`src/rtl/slave_pkg.sv`:
```
// Shared definitions for the Slave ALU serial front end: opcode and FSM
// encodings plus the command frame length derived from the operand width.
package slave_pkg;

    typedef enum logic [1:0] {
        OP_ADD = 2'b00,
        OP_SUB = 2'b01,
        OP_AND = 2'b10,
        OP_OR  = 2'b11
    } alu_op_t;

    typedef enum logic [2:0] {
        ST_IDLE,
        ST_RECV,
        ST_APPLY,
        ST_WAIT,
        ST_DONE
    } fsm_state_t;

    // N, Z, C, V travel ahead of the result in the response frame
    localparam int FLAG_BITS = 4;

    function automatic int frame_bits(input int width);
        return 2 + 2 * width;
    endfunction

endpackage

```
`src/rtl/sync_2ff.sv`:
```
// Parameterised-width two-flop synchroniser for signals crossing into clk.
// RESET_VAL lets idle-high pins such as chip select come out of reset inactive.
module sync_2ff #(
    parameter int               WIDTH     = 1,
    parameter logic [WIDTH-1:0] RESET_VAL = '0
) (
    input  logic             clk,
    input  logic             rst,
    input  logic [WIDTH-1:0] d,
    output logic [WIDTH-1:0] q
);

    logic [WIDTH-1:0] meta;

    always_ff @(posedge clk or posedge rst) begin
        if (rst) begin
            meta <= RESET_VAL;
            q    <= RESET_VAL;
        end else begin
            meta <= d;
            q    <= meta;
        end
    end

endmodule

```
`src/rtl/alu_spi_frontend.sv`:
```
// SPI mode-0 slave that turns {opcode, A, B} command frames into registered ALU
// operands and returns the captured {N,Z,C,V,result} on the following frame.
module alu_spi_frontend
    import slave_pkg::*;
#(
    parameter int WIDTH       = 4,
    parameter int ALU_LATENCY = 1
) (
    input  logic             clk,
    input  logic             rst,
    input  logic             sclk,
    input  logic             cs_n,
    input  logic             mosi,
    output logic             miso,
    output logic [WIDTH-1:0] alu_a,
    output logic [WIDTH-1:0] alu_b,
    output logic [1:0]       alu_opcode,
    output logic             operands_valid,
    input  logic [WIDTH-1:0] alu_result,
    input  logic             alu_n,
    input  logic             alu_z,
    input  logic             alu_c,
    input  logic             alu_v,
    output logic             frame_error
);

    localparam int FB        = frame_bits(WIDTH);
    localparam int RESP_BITS = FLAG_BITS + WIDTH;
    localparam int PAD       = FB - RESP_BITS;
    localparam int CNT_W     = $clog2(FB + 1);
    localparam int LAT_W     = $clog2(ALU_LATENCY + 1);

    logic [2:0]           pins_s;
    logic                 sclk_s, cs_s, mosi_s;
    logic                 sclk_d;
    logic                 sclk_rise, sclk_fall;
    fsm_state_t           state;
    logic [CNT_W-1:0]     bit_cnt;
    logic [LAT_W-1:0]     lat_cnt;
    logic [FB-1:0]        rx_shift;
    logic [FB-1:0]        tx_shift;
    logic [RESP_BITS-1:0] resp_hold;
    logic [FB-1:0]        resp_ext;
    alu_op_t              op_q;

    // Chip select resets high so the FSM does not see a phantom frame start
    sync_2ff #(
        .WIDTH     (3),
        .RESET_VAL (3'b010)
    ) u_sync (
        .clk (clk),
        .rst (rst),
        .d   ({sclk, cs_n, mosi}),
        .q   (pins_s)
    );

    assign sclk_s    = pins_s[2];
    assign cs_s      = pins_s[1];
    assign mosi_s    = pins_s[0];
    assign sclk_rise = sclk_s & ~sclk_d;
    assign sclk_fall = ~sclk_s & sclk_d;

    assign resp_ext   = FB'(resp_hold);
    assign alu_opcode = op_q;
    assign miso       = ((state != ST_IDLE) && !cs_s) ? tx_shift[FB-1] : 1'b0;

    // Captured responses park in resp_hold and only reach tx_shift at the next
    // frame start, so a response already being shifted out is never disturbed.
    always_ff @(posedge clk or posedge rst) begin
        if (rst) begin
            state          <= ST_IDLE;
            sclk_d         <= 1'b0;
            bit_cnt        <= '0;
            lat_cnt        <= '0;
            rx_shift       <= '0;
            tx_shift       <= '0;
            resp_hold      <= '0;
            op_q           <= OP_ADD;
            alu_a          <= '0;
            alu_b          <= '0;
            operands_valid <= 1'b0;
            frame_error    <= 1'b0;
        end else begin
            sclk_d         <= sclk_s;
            operands_valid <= 1'b0;
            frame_error    <= 1'b0;
            case (state)
                ST_IDLE: begin
                    if (!cs_s) begin
                        state    <= ST_RECV;
                        bit_cnt  <= '0;
                        tx_shift <= resp_ext << PAD;
                    end
                end
                ST_RECV: begin
                    if (sclk_rise) begin
                        rx_shift <= {rx_shift[FB-2:0], mosi_s};
                        bit_cnt  <= bit_cnt + 1'b1;
                        if (bit_cnt == CNT_W'(FB - 1)) begin
                            state <= ST_APPLY;
                        end
                    end else if (cs_s) begin
                        frame_error <= 1'b1;
                        state       <= ST_IDLE;
                    end else if (sclk_fall) begin
                        tx_shift <= {tx_shift[FB-2:0], 1'b0};
                    end
                end
                ST_APPLY: begin
                    op_q           <= alu_op_t'(rx_shift[FB-1 -: 2]);
                    alu_a          <= rx_shift[2*WIDTH-1 -: WIDTH];
                    alu_b          <= rx_shift[WIDTH-1:0];
                    operands_valid <= 1'b1;
                    lat_cnt        <= '0;
                    state          <= ST_WAIT;
                end
                ST_WAIT: begin
                    if (lat_cnt == LAT_W'(ALU_LATENCY - 1)) begin
                        resp_hold <= {alu_n, alu_z, alu_c, alu_v, alu_result};
                        state     <= ST_DONE;
                    end else begin
                        lat_cnt <= lat_cnt + 1'b1;
                    end
                end
                ST_DONE: begin
                    if (cs_s) begin
                        state <= ST_IDLE;
                    end
                end
                default: state <= ST_IDLE;
            endcase
        end
    end

endmodule

```
`config.mk`:
```
export PLATFORM = sky130hd
export DESIGN_NAME = alu_spi_frontend
export DESIGN_NICKNAME = d
export VERILOG_FILES = /design/src/rtl/slave_pkg.sv /design/src/rtl/sync_2ff.sv /design/src/rtl/alu_spi_frontend.sv
export SDC_FILE = /design/constraint.sdc
export NUM_CORES = 1
export LEC_CHECK = 0
export CAP_MARGIN = 20
export CORE_MARGIN = 1.5
export CORE_UTILIZATION = 51
export CTS_BUF_LIST = sky130_fd_sc_hd__clkbuf_8
export DETAILED_ROUTE_END_ITERATION = 10
export PLACE_DENSITY_LB_ADDON = 0.12
export SYNTH_ARGS = -nofsm -noshare
export SYNTH_HDL_FRONTEND = slang
export SYNTH_SLANG_ARGS = --single-unit
```
`constraint.sdc`:
```
create_clock -name clk -period 1.4 [get_ports clk]
set_input_delay 0.14 -clock clk [delete_from_list [all_inputs] [get_ports clk]]
set_output_delay 0.14 -clock clk [all_outputs]
set_load 0.02 [all_outputs]
```
* Word level (Yosys, flattened, before mapping)
Index checks and enable logic that the tools add are counted.
** Operators by class
- Add/sub/neg operators :: 2
- Equality and inequality tests :: 12
- Muxes and demuxes :: 21
- Bitwise logic cells :: 5
- Reduce and logical (&&, ||, !) cells :: 11
** Operators with widths (count)
- $mux W10 :: 4
- $pmux W10 S2 :: 1
- $mux W3 :: 5
- $pmux W3 S5 :: 1
- $ne A2 B2 Y1 const B :: 6
- $mux W4 :: 2
- $pmux W4 S2 :: 1
- $eq A3 B2 Y1 const B :: 2
- $mux W1 :: 6
- $reduce_and A3 Y1 :: 2
- $reduce_and A5 Y1 :: 1
- $add A4 B1 Y4 const B :: 1
- $eq A4 B4 Y1 const B :: 1
- $reduce_and A2 Y1 :: 2
- $reduce_bool A2 Y1 :: 2
- $eq A3 B1 Y1 const B :: 1
- $eq A3 B3 Y1 const B :: 1
- $logic_not A3 Y1 :: 1
- $ne A3 B3 Y1 const B :: 1
- $not A1 Y1 :: 3
- $reduce_bool A3 Y1 :: 1
- $and A1 B1 Y1 :: 2
- $pmux W1 S2 :: 1
- $add A1 B1 Y1 const B :: 1
- other kinds (2) :: 2
** Storage, ports and cells
- Flip-flop bits (word level) :: 55
- Bits of input ports :: 13
- Output and inout bits :: 13
- Word-level logic and storage cells :: 65

* Longest topological paths before layout
Gate-level depths: netlist (run 1).
- Depth in word-level cells :: 6
- Depth in mapped cells :: 5
- Mapped depth without buffers :: 5

* By module
From an unflattened synthesis (run 1), not the netlist that was laid out.
** Unflattened totals
- Cells, all modules :: 144
- Area total of the unflattened synthesis :: 2147.1 um2
** Modules (own cells, without submodules)
- alu_spi_frontend :: times used 1, cells an instance 137, area an instance 1990.7 um2, sequential area each 1151.1 um2
- sync_2ff :: times used 1, cells an instance 7, area an instance 156.4 um2, sequential area each 152.6 um2

* Worst setup path after synthesis (run 1)
OpenSTA, ideal clock, no wires.
- Path type :: reg2reg
- Start :: register state[2]
- End :: register tx_shift[7]
- Library setup time :: 0.123 ns
- Arrival time :: 1.426 ns
- Required time :: 1.277 ns
- Path slack :: -0.149 ns
- Stages on the path, launching flop included :: 6
- Buffers on the path :: 2
- Period minus slack after synthesis :: 1.549 ns
- Cells stage by stage :: dfrtp_1 buf_6 or4_4 buf_6 or2_0 o221a_1
** Between the ends
- Cells in the longest elaborated chain, start to end :: 3
- Elaborated cells on any way between the ends :: 9
- Classes of those cells :: 5 x eq/ne; 1 x mux; 3 x reduce/logical
** Ends and longest elaborated chain
- start: declaration :: line alu_spi_frontend.sv:37 : fsm_state_t state;
- start signal: assignment :: line alu_spi_frontend.sv:71 : state <= ST_IDLE;
- start signal: assignment :: line alu_spi_frontend.sv:90 : state <= ST_RECV;
- start signal: assignment :: line alu_spi_frontend.sv:100 : state <= ST_APPLY;
- $eq A3 B1 Y1 or $logic_not A3 Y1 (tied branches) :: line alu_spi_frontend.sv:87 : case (state)
- $ne A2 B2 Y1 (no source line) or $reduce_bool A2 Y1 (tied branches)
- $reduce_and A5 Y1 (no source line)
- end signal: assignment :: line alu_spi_frontend.sv:92 : tx_shift <= resp_ext << PAD;
- end signal: assignment :: line alu_spi_frontend.sv:106 : tx_shift <= {tx_shift[FB-2:0], 1'b0};
- end: declaration :: line alu_spi_frontend.sv:41 : logic [FB-1:0] tx_shift;
Parallel ways exist; a longest one is shown, timed or not.
A chain may end at the register's enable or synchronous reset.

* Final worst setup path (run 1)
- Start :: register state[0]
- End :: register tx_shift[7]
The elaborated chain is that of the path after synthesis.

==> flow_summary.yaml, run 1 <==
setup_path:
  critPathArrivalTime_ns: 1.73
  end_kind: "register"
  crit_path_top_delay_cell: "or4_4"
  path_cells: "or4_4, or2_0, o221a_1"
  timing.rr.start: "state[0]"
  setup.worst_path.start_class: "register"
  required_ns: 1.59
  critPathMaxStageDelay_ns: 0.59
  worst-r2r-setup-slack_ns: -0.14
  category_of_the_critical_setup_timing_path: "register to register"
  worstReg2RegEnd: "tx_shift[7]"
  worst-r2r-cell-count: 3
  timing.critical_path.fanout_max: 8
finish:
  post_route_cells_drive_above_1_share: 0.418
  areaGrowthSynthToFinish_pct: 29.4
  multiInputGateArea_um2: 792
  num-fill-cells: 290
  n_antenna_cell: 0
  final_cell_mix: "dfrtp_1, mux2_2, buf_4"
  layout.core_utilization: 0.684
  fin_nets: 208
  layout.cells.most_common: "dfrtp_1"
  seq_area_um2: 1310
  final_design_area_no_fill_um2: 2740
grt:
  track_usage: 0.203
  largest_net_degree_at_the_start_of_global_routing: 53
  grt_pass1_wl_um: 6540
  first_global_vias: 1408
  grt_overflow_total: 0
  initial_antenna_violation_count: 0
synth:
  synth_ff_type: "dfrtp_1"
  post_synth_main_area_contributors: "dfrtp_1, mux2_2, o221a_2, dfstp_2, mux2i_1"
  mapped_area_um2: 2110
  yosysTopAreaCellShare: 0.592
  synthesis.instances: 144
  synthesis.area_per_instance_um2: 14.7
  synth_cell_types: 36
  synthesized_flop_and_latch_total: 52
  ys_warn_count: 0
  number_of_flops_mapped_to_enable_cells_by_yosys: 0
  async_flop_share: 1.00
  yosysSeqAreaShare: 0.617
  yosys_top_cell_by_area: "dfrtp_1"
  synthesis.nets: 159
timing:
  period_minus_slack_ns: 1.54
  fin_ws_ns: -0.141
  tns_ns: -2.36
  post-route-period-util: 1.10
  max_clock_freq_mhz: 649
  timing.hold.ws_ns: 0.195
  timing_worst_slew_pin_value_ns: 0.274
  timing_max_transition_violations_final: 0
  clock_skew_ns: 0.00451
  rsz0062_at_grt: "yes"
  hold_violations: 0
  timing.max_slew.rel_slack: 0.817
  report.final.setup_viol: 34
clock_network:
  worst_skew_pair.late_latency_ns: 0.30
  cts_tree: "built"
  tritoncts_num_sinks: 52
  htree_num_levels: 2
  clkTransAtPathRegs_ns: 0.09
  ctsRootBufferMaster: "clkbuf_8"
  clockBufferDepth: 2
  clock_buffers_created_by_tritoncts: 5
route:
  vias_per_cell: 5.27
  pre_antenna_drt_iters: 3
  totalWireLength_um: 3990
  count_of_vias_placed_by_the_detailed_router: 1286
  route.detailed.drc: 0
  route.detailed.wl_per_inst_um: 16.4
  route.antenna.remaining_nets: 0
  detail_route.iter0.violations: 78
power:
  power_leakage_nw: 1.34
  power_per_cell_area_nw_per_um2: 1170
  maximum_ir_drop_on_the_vdd_rail_uv: 879
  report.power.total_mw: 3.21
placed_design:
  port-buffer-count: 25
  gpl.final_weighted_congestion: 0.733
  dp_hpwl_um: 2610
  placement.cell_area_um2: 2510
floorplanning:
  die_y_um: 67.4
  core_um2: 4000
  rows: 23
  overall_die_width_um: 67.4
  design.portCount: 26
  start_util: 0.529
  die_area_um2: 4540
worst_hold_path:
  timing.hold.worst.class: "input pin to async pin"
flow_run:
  max_cap_violations: 0
outcome:
  failed_checks: "setup timing"
  status: "finished with violations"
cell type report:
cell class,instances,share of cell area
clock buffers,6,0.0302
clock inverters,2,0.00274
inverters,3,0.00412
multi-input cells,81,0.289
flip-flops and latches,52,0.477
well taps,50,0.0229
repair buffers,50,0.173
flip-flops by register name (all words and copies together) (netlist names), 3 cells and up:
signal	count
resp_hold	8
bit_cnt	4
u_sync.q	3
alu_a	4
tx_shift	8
state	3
alu_b	4
u_sync.meta	3
rx_shift	10
critical path: cells and delay by family, from the launching register on:
family	cells	cell delay (ns)
simple gates	2	0.83
flops	1	0.47
compound gates	1	0.13
metrics by stage:
| step | setup WS (ns) | cells |
|---|---|---|
| finish | -0.141 | 244 |
| global route | -0.165 | 244 |
| CTS | -0.128 | 242 |
| detailed placement | -0.161 | 226 |
| global placement | -0.138 | 226 |
| floorplan | -0.118 | 144 |
metal layers:
metal	up-vias	share of wire	track usage	wire, um
li1	610	-	-	-
met1	647	0.41	0.221	1650
met2	20	0.52	0.350	2070
met3	9	0.049	0.0733	195
met4	0	0.019	0.0969	76
met5	-	0	0	0
cells by family after synthesis:
logic type | Yosys count | synth area share
adders and majority gates | 2 | 0.0118
and+or+nand+nor | 35 | 0.108
AOI/OAI and AO/OA | 11 | 0.0609
DFF | 52 | 0.617
muxes | 33 | 0.173
buffers and inverters | 11 | 0.0296
synthesized netlist by cell type (all sizes together), types with 2 or more instances:
master / instances
mux2: 28
dfstp: 2
ha: 2
dfrtp: 50
buf: 6
nand2b: 2
or3b: 2
nand3b: 2
or2: 3
nor2b: 2
nor3b: 4
nand3: 2
clkbuf: 2
mux2i: 5
o221a: 7
nand2: 7
inv: 3
or3: 5
worst max-delay path by stage:
stage | start | endpoint | slack [ns] | depth (start not counted)
after floorplan | state[2] | tx_shift[7] | -0.12 | 5
after global placement | state[1] | tx_shift[8] | -0.14 | 3
after detailed placement | state[1] | tx_shift[8] | -0.16 | 3
after CTS | state[0] | tx_shift[7] | -0.13 | 3
after global routing | state[0] | tx_shift[7] | -0.16 | 3
final | state[0] | tx_shift[7] | -0.14 | 3
report_power, final:
| group | internal, mW | switching [mW] |
|---|---|---|
| clock | 0.389 | 0.445 |
| combinational | 0.305 | 0.185 |
| sequential | 1.73 | 0.159 |
repair_timing:
action / in CTS / in global routing
gates resized for setup: 36 / 2
buffers inserted: 6 / 2
pin swaps: 2 / 1
gates cloned: 2 / 0
endpoints found under the setup margin: 43 / 45
hold buffers: 0 / 0
endpoints found under the hold margin: 0 / 0
Power figures use the tool's default switching activity.
==> inputs of run 2 (changes only) <==
--- a/config.mk
+++ b/config.mk
@@ -5,6 +5,7 @@
 export SDC_FILE = /design/constraint.sdc
 export NUM_CORES = 1
 export LEC_CHECK = 0
+export ABC_AREA = 0
 export CAP_MARGIN = 20
 export CORE_MARGIN = 1.5
 export CORE_UTILIZATION = 51
==> results of run 2 <==
Same layout as run 1: the final DEF is identical, and so are final timing and power.
==> inputs of run 3 (changes only) <==
--- a/config.mk
+++ b/config.mk
@@ -10,6 +10,7 @@
 export CORE_MARGIN = 1.5
 export CORE_UTILIZATION = 51
 export CTS_BUF_LIST = sky130_fd_sc_hd__clkbuf_8
+export CTS_CLUSTER_SIZE = 8
 export DETAILED_ROUTE_END_ITERATION = 10
 export PLACE_DENSITY_LB_ADDON = 0.12
 export SYNTH_ARGS = -nofsm -noshare
==> results of run 3 <==
Same layout as run 1: the final DEF is identical, and so are final timing and power.
